==> src/rtl/keypad_entry_ctrl_pkg.sv <==
// rtl/keypad_entry_ctrl_pkg.sv - shared types and constants for the keypad entry controller
//
// Purpose : FSM state enum, special key codes, display-source encodings and
//           the state-to-display mapping used by keypad_entry_ctrl.
// Ports   : none (package)
package keypad_entry_ctrl_pkg;

    typedef enum logic [2:0] {
        ST_IDLE     = 3'd0,
        ST_ENTER_A  = 3'd1,
        ST_ENTER_B  = 3'd2,
        ST_REQ      = 3'd3,
        ST_WAIT_RES = 3'd4,
        ST_SHOW     = 3'd5
    } state_t;

    localparam logic [3:0] KEY_NEXT = 4'hA;
    localparam logic [3:0] KEY_EQ   = 4'hF;
    localparam logic [3:0] KEY_CLR  = 4'hE;

    localparam logic [1:0] DISP_A   = 2'd0;
    localparam logic [1:0] DISP_B   = 2'd1;
    localparam logic [1:0] DISP_RES = 2'd2;

    function automatic logic [1:0] disp_for_state(input state_t s);
        case (s)
            ST_ENTER_B:                    return DISP_B;
            ST_REQ, ST_WAIT_RES, ST_SHOW:  return DISP_RES;
            default:                       return DISP_A;
        endcase
    endfunction

endpackage

==> src/rtl/bcd_entry_reg.sv <==
// rtl/bcd_entry_reg.sv - saturating BCD digit-entry shift register
//
// Purpose : holds one operand as DIGITS BCD nibbles plus a count of digits
//           entered. Digits shift in at the low nibble; once DIGITS digits
//           are held, further digits are dropped rather than wrapping.
// Ports   : clk, n_reset  - clock, asynchronous active-low reset
//           i_clear       - zero value and count (highest priority)
//           i_load        - value = i_digit, count = 1
//           i_shift       - shift i_digit in if count < DIGITS
//           i_digit       - BCD digit to load/shift
//           o_value       - operand, most significant digit in top nibble
//           o_count       - number of digits entered
import keypad_entry_ctrl_pkg::*;

module bcd_entry_reg #(
    parameter  int DIGITS = 3,
    localparam int CW     = $clog2(DIGITS + 1)
) (
    input  logic                clk,
    input  logic                n_reset,
    input  logic                i_clear,
    input  logic                i_load,
    input  logic                i_shift,
    input  logic [3:0]          i_digit,
    output logic [4*DIGITS-1:0] o_value,
    output logic [CW-1:0]       o_count
);

    logic [4*DIGITS-1:0] r_value;
    logic [CW-1:0]       r_count;

    always_ff @(posedge clk or negedge n_reset) begin
        if (!n_reset) begin
            r_value <= '0;
            r_count <= '0;
        end else if (i_clear) begin
            r_value <= '0;
            r_count <= '0;
        end else if (i_load) begin
            r_value <= (4*DIGITS)'(i_digit);
            r_count <= CW'(1);
        end else if (i_shift && (r_count < CW'(DIGITS))) begin
            // Top nibble is still zero here, so the left shift loses nothing.
            r_value <= (r_value << 4) | (4*DIGITS)'(i_digit);
            r_count <= r_count + CW'(1);
        end
    end

    assign o_value = r_value;
    assign o_count = r_count;

endmodule

==> src/rtl/keypad_entry_ctrl.sv <==
// rtl/keypad_entry_ctrl.sv - keypad operand entry and arithmetic-unit handshake controller
//
// Purpose : collects two BCD operands from decoded key strobes, requests a
//           calculation with a valid/ready handshake, waits for the result
//           and selects the display source. Optional inactivity timeout is
//           built only when KEYPAD_TIMEOUT_EN is defined.
// Ports   : clk, n_reset        - clock, asynchronous active-low reset
//           key_code, key_valid - decoded key and its one-cycle strobe
//           op_ready            - arithmetic unit accepts operands
//           res_valid           - arithmetic unit result available
//           operand_a/operand_b - BCD operands (MS digit in top nibble)
//           op_valid            - operand request
//           disp_sel            - display source (0 A, 1 B, 2 result)
//           busy                - calculation outstanding
//           timeout             - one-cycle pulse on inactivity abort
import keypad_entry_ctrl_pkg::*;

module keypad_entry_ctrl #(
    parameter int DIGITS         = 3,
    parameter int TIMEOUT_CYCLES = 27000000
) (
    input  logic                clk,
    input  logic                n_reset,
    input  logic [3:0]          key_code,
    input  logic                key_valid,
    input  logic                op_ready,
    input  logic                res_valid,
    output logic [4*DIGITS-1:0] operand_a,
    output logic [4*DIGITS-1:0] operand_b,
    output logic                op_valid,
    output logic [1:0]          disp_sel,
    output logic                busy,
    output logic                timeout
);

    localparam int CW = $clog2(DIGITS + 1);

    state_t         r_state;
    state_t         w_next_state;
    logic           r_op_valid;
    logic [1:0]     r_disp_sel;
    logic           r_busy;

    logic           w_is_digit;
    logic           w_clear_all;
    logic           w_a_load;
    logic           w_a_shift;
    logic           w_b_clear;
    logic           w_b_shift;
    logic [CW-1:0]  w_count_b;
    logic [CW-1:0]  w_unused_count_a;
    logic           w_to_fire;

    assign w_is_digit = (key_code <= 4'd9);

    // Next state and operand-register strobes. Keys in REQ and WAIT_RES,
    // including clear, are deliberately not decoded.
    always_comb begin
        w_next_state = r_state;
        w_clear_all  = 1'b0;
        w_a_load     = 1'b0;
        w_a_shift    = 1'b0;
        w_b_clear    = 1'b0;
        w_b_shift    = 1'b0;
        case (r_state)
            ST_IDLE: begin
                if (key_valid && w_is_digit) begin
                    w_a_load     = 1'b1;
                    w_next_state = ST_ENTER_A;
                end
            end
            ST_ENTER_A: begin
                if (key_valid) begin
                    if (w_is_digit) begin
                        w_a_shift = 1'b1;
                    end else if (key_code == KEY_NEXT) begin
                        w_b_clear    = 1'b1;
                        w_next_state = ST_ENTER_B;
                    end else if (key_code == KEY_CLR) begin
                        w_clear_all  = 1'b1;
                        w_next_state = ST_IDLE;
                    end
                end
            end
            ST_ENTER_B: begin
                if (key_valid) begin
                    if (w_is_digit) begin
                        w_b_shift = 1'b1;
                    end else if (key_code == KEY_EQ) begin
                        // An empty B operand cannot start a calculation.
                        if (w_count_b != '0) begin
                            w_next_state = ST_REQ;
                        end
                    end else if (key_code == KEY_CLR) begin
                        w_clear_all  = 1'b1;
                        w_next_state = ST_IDLE;
                    end
                end
            end
            ST_REQ: begin
                if (r_op_valid && op_ready) begin
                    w_next_state = ST_WAIT_RES;
                end
            end
            ST_WAIT_RES: begin
                if (res_valid) begin
                    w_next_state = ST_SHOW;
                end
            end
            ST_SHOW: begin
                if (key_valid) begin
                    if (w_is_digit) begin
                        w_a_load     = 1'b1;
                        w_b_clear    = 1'b1;
                        w_next_state = ST_ENTER_A;
                    end else if (key_code == KEY_CLR) begin
                        w_clear_all  = 1'b1;
                        w_next_state = ST_IDLE;
                    end
                end
            end
            default: begin
                w_next_state = ST_IDLE;
            end
        endcase
        // Fire is already qualified by no key this cycle, so it never
        // competes with a key action above.
        if (w_to_fire) begin
            w_clear_all  = 1'b1;
            w_next_state = ST_IDLE;
        end
    end

    // FSM state and registered outputs, all derived from the next state so
    // they change on the same edge as the state.
    always_ff @(posedge clk or negedge n_reset) begin
        if (!n_reset) begin
            r_state    <= ST_IDLE;
            r_op_valid <= 1'b0;
            r_disp_sel <= DISP_A;
            r_busy     <= 1'b0;
        end else begin
            r_state    <= w_next_state;
            r_op_valid <= (w_next_state == ST_REQ);
            r_disp_sel <= disp_for_state(w_next_state);
            r_busy     <= (w_next_state == ST_REQ) || (w_next_state == ST_WAIT_RES);
        end
    end

    assign op_valid = r_op_valid;
    assign disp_sel = r_disp_sel;
    assign busy     = r_busy;

    bcd_entry_reg #(.DIGITS(DIGITS)) u_reg_a (
        .clk     (clk),
        .n_reset (n_reset),
        .i_clear (w_clear_all),
        .i_load  (w_a_load),
        .i_shift (w_a_shift),
        .i_digit (key_code),
        .o_value (operand_a),
        .o_count (w_unused_count_a)
    );

    bcd_entry_reg #(.DIGITS(DIGITS)) u_reg_b (
        .clk     (clk),
        .n_reset (n_reset),
        .i_clear (w_clear_all | w_b_clear),
        .i_load  (1'b0),
        .i_shift (w_b_shift),
        .i_digit (key_code),
        .o_value (operand_b),
        .o_count (w_count_b)
    );

`ifdef KEYPAD_TIMEOUT_EN
    localparam int TW = (TIMEOUT_CYCLES > 1) ? $clog2(TIMEOUT_CYCLES) : 1;

    logic [TW-1:0] r_to_cnt;
    logic          r_timeout;
    logic          w_timed;

    assign w_timed   = (r_state == ST_ENTER_A) || (r_state == ST_ENTER_B) ||
                       (r_state == ST_SHOW);
    // A key in the terminal cycle counts as activity and cancels the abort.
    assign w_to_fire = w_timed && !key_valid && (r_to_cnt == TW'(TIMEOUT_CYCLES - 1));

    always_ff @(posedge clk or negedge n_reset) begin
        if (!n_reset) begin
            r_to_cnt  <= '0;
            r_timeout <= 1'b0;
        end else begin
            r_timeout <= w_to_fire;
            if (key_valid || (w_next_state != r_state) || !w_timed) begin
                r_to_cnt <= '0;
            end else begin
                r_to_cnt <= r_to_cnt + TW'(1);
            end
        end
    end

    assign timeout = r_timeout;
`else
    logic w_unused_cfg;

    assign w_to_fire    = 1'b0;
    assign timeout      = 1'b0;
    assign w_unused_cfg = (TIMEOUT_CYCLES == 0);
`endif

endmodule
==> config.mk <==
export PLATFORM = sky130hd
export DESIGN_NAME = keypad_entry_ctrl
export DESIGN_NICKNAME = d
export VERILOG_FILES = /design/src/rtl/keypad_entry_ctrl_pkg.sv /design/src/rtl/bcd_entry_reg.sv /design/src/rtl/keypad_entry_ctrl.sv
export SDC_FILE = /design/constraint.sdc
export NUM_CORES = 1
export LEC_CHECK = 0
export ABC_AREA = 1
export CAP_MARGIN = 20
export CELL_PAD_IN_SITES_DETAIL_PLACEMENT = 1
export CELL_PAD_IN_SITES_GLOBAL_PLACEMENT = 2
export CORE_ASPECT_RATIO = 0.9
export CORE_MARGIN = 2
export CORE_UTILIZATION = 28
export DETAILED_ROUTE_END_ITERATION = 16
export PLACE_DENSITY = 0.84
export SYNTH_ARGS = -nofsm -noshare
export SYNTH_HDL_FRONTEND = slang
export SYNTH_HIERARCHICAL = 1
export SYNTH_SLANG_ARGS = --single-unit
==> constraint.sdc <==
create_clock -name clk -period 2.5 [get_ports clk]
set_clock_uncertainty 0.1 [all_clocks]
set_input_delay 0.375 -clock clk [delete_from_list [all_inputs] [get_ports clk]]
set_output_delay 0.375 -clock clk [all_outputs]
set_load 0.1 [all_outputs]
==> flow_summary.ini <==
[run_status]
outcome = completed

[synthesis]
ys_seq_area_frac = 0.464
ys.warnings.count = 6
synthTopCellsByArea = dfrtp_1, nand2_1, nor2_1, inv_1, nand3_1
avgSynthCellArea_um2 = 7.32
synthXorXnorAreaFrac = 0
yosysTopAreaCellShare = 0.464
synth_top_family_by_area = simple AND/OR/NAND/NOR gates
synthAdderAreaFrac = 0.0133
synth_compound_area_frac = 0.0398
netlist_area_mm2 = 0.00189
ys_seq_elements = 35
yosysUniqueCellTypes = 22
yosysTopAreaCell = dfrtp_1
synthesis.instances = 258
synthSimpleGateAreaFrac = 0.385
synth.area.mux_share = 0

[setup_path]
slowest_stage = clkdlybuf4s50_1
cpLargestDelayFamily = buffers and inverters
cp.required_ns = 2.61
cp_num_buf_inv = 3
path_common_cell = nand2_1
worstSetupStartpoint = key_code[1]
path_max_fanout = 9
cp-endpoint = u_reg_a/o_value[11]$_DFFE_PN0P_
crit_chain = clkdlybuf4s50_1, nand2_1, nand2_1, nor2_1, nand2_1, o21ai_0, buf_4, nor2_4, buf_4, nand2_1, o21ai_0
rrSetupSlack_ns = 0.62
rr_worst_depth = 11
critical_path.max_stage_delay_ns = 0.58
worstSetupStartpointType = input pin
r2r-start = r_state[0]$_DFF_PN0_
end_kind = flip-flop
critPathKind = input pin to flip-flop
critical_path_depth = 11
timing.rr.end = u_reg_b/o_value[4]$_DFFE_PN0P_
cp_data_arrival_time_ns = 2.17

[sta]
max_freq_mhz = 485
grt_setup_unrepaired = false
worst_slew_pin_slew_ns = 0.811
drv_slew = 0
timing.final.ws_setup_ns = 0.437
fin_crit_sh = 0.825
slew_headroom = 0.459
fin_crit_ns = 2.06
setup_tns_ns = 0
setup_viol = 0
final_hold_viol_count = 0

[cts]
clk_latency_ns = 0.28
cts_tree = yes
ctsHtreeMaxLevel = 2
cts_buffer_depth = 2
clk_pin_slew_worst_paths_ns = 0.07
hold_buffers = 0
cts_buffers = 5
clock_sinks = 35
cts_resized = 0
root_buffer = clkbuf_8
postCtsSetupBuffers = 0

[place]
portBuffers = 36
place_hpwl_mm = 3.53
dp_slack_ns = 0.140
gp_congestion = 0.802
placed_cells = 393

[finish]
areaGrowthSynthToFinish_pct = 30.5
n_antenna_cell = 0
final_cells = 400
nets = 321
drive_above_1_share = 0.226

[min_path]
hp-class = input pin to asynchronous set/reset pin

[grt]
grt_overflow = 0
antenna_found_initial = 0
grt_pass1_vias = 1751
grt_use_total = 0.141
grt_first_pass_wirelength_mm = 8.29
grt_max_degree = 36

[routing]
detail-route-antenna-nets = 0
vias = 1687
drtIter0Drc = 58
avgViaCountPerCell = 4.22
drcViolationCount = 0
wl_per_cell_um = 11.7
drtPass1Iterations = 4
wirelength_mm = 4.68

[floorplanning]
core_mm2 = 0.00655
dieArea_mm2 = 0.00742
die_y_um = 81.9
io-pin-count = 38
std_cell_rows = 28
dieWidth_um = 90.6
start_util = 0.288

[power_and_ir_drop]
power_leakage_nw = 1.40
total_power_mw = 3.22
powerDensity_mw_per_mm2 = 1310
peakVddDrop_v = 0.000317

[job]
max-cap-violations = 0
-- final cells by class --
| cell class | instances | area [um2] |
|---|---|---|
| Fill cell | 838 | 4090 |
| Multi-Input combinational cell | 183 | 838 |
| Sequential cell | 35 | 876 |
| Timing Repair Buffer | 50 | 403 |
| Clock inverter | 1 | 30.0 |
| Tap cell | 90 | 113 |
| Inverter | 35 | 131 |
| Clock buffer | 6 | 72.6 |
-- layout by cell type, fill, tap and decap left out, drive strengths merged --
master / instances
nand2: 86
nor2: 49
buf: 43
dfrtp: 35
inv: 35
nand3: 25
clkdlybuf4s50: 7
o21ai: 6
clkbuf: 6
a21oi: 6
nand4: 3
conb: 3
ha: 2
nor3: 1
and2: 1
o211ai: 1
bufinv: 1
-- power by group --
part | switching [mW] | internal [mW] | leakage [nW]
Clock | 0.203 | 0.292 | 0.0513
Combinational | 1.43 | 0.418 | 0.891
Sequential | 0.138 | 0.736 | 0.457
Total | 1.77 | 1.45 | 1.40
-- metal layers --
layer  global-route usage  wire [um]  up-vias
met1                0.183       2360      773
met3               0.0413        141        2
met2                0.227       2130       24
met5                    0          0        -
li1                     -          -      888
met4               0.0508         41        0
-- synthesized netlist by cell type (all sizes together) --
library cell	number
nor3	1
nor2	49
nand3	25
o211ai	1
dfrtp	35
buf	7
and2	1
conb	1
nand4	3
nand2	86
a21oi	6
ha	2
o21ai	6
inv	35
-- cell families (layout without fill, tap and decap cells) --
family / Yosys count / count (layout)
adder cells (fa/ha/maj): 2 / 2
other: 1 / 3
flip-flops: 35 / 35
buffers and inverters: 42 / 92
AND/OR/NAND/NOR: 165 / 165
AO/OA/AOI/OAI: 13 / 13
-- per-stage QoR --
step | hold slack [ns] | cell area [um2] | utilization
detailed placement | 0.417 | 2360 | 0.360
global route | 0.139 | 2460 | 0.376
floorplan | -0.0206 | 1900 | -
CTS | 0.108 | 2460 | 0.376
finish | 0.0804 | 2460 | 0.376
global placement | 0.401 | 2360 | 0.360
-- worst min-delay path by stage --
| stage | startpoint | endpoint | slack, ns |
|---|---|---|---|
| 6_report | n_reset | r_state[2]$_DFF_PN0_ | 0.08 |
| 5_1_grt | n_reset | u_reg_a/o_value[7]$_DFFE_PN0P_ | 0.14 |
| 4_1_cts | n_reset | r_state[2]$_DFF_PN0_ | 0.11 |
| 3_5_place_dp | u_reg_a/o_value[11]$_DFFE_PN0P_ | u_reg_a/o_value[11]$_DFFE_PN0P_ | 0.42 |
| 3_3_place_gp | u_reg_a/o_value[11]$_DFFE_PN0P_ | u_reg_a/o_value[11]$_DFFE_PN0P_ | 0.40 |
| 2_1_floorplan | n_reset | busy$_DFF_PN0_ | -0.02 |
-- state kept, by name (all words and copies together), names as in the netlist --
| name | flops |
|---|---|
| op_valid | 1 |
| disp_sel | 2 |
| u_reg_b/o_count | 2 |
| u_reg_b/o_value | 12 |
| u_reg_a/o_count | 2 |
| busy | 1 |
| r_state | 3 |
| u_reg_a/o_value | 12 |
(Power assumes the default switching activity.)
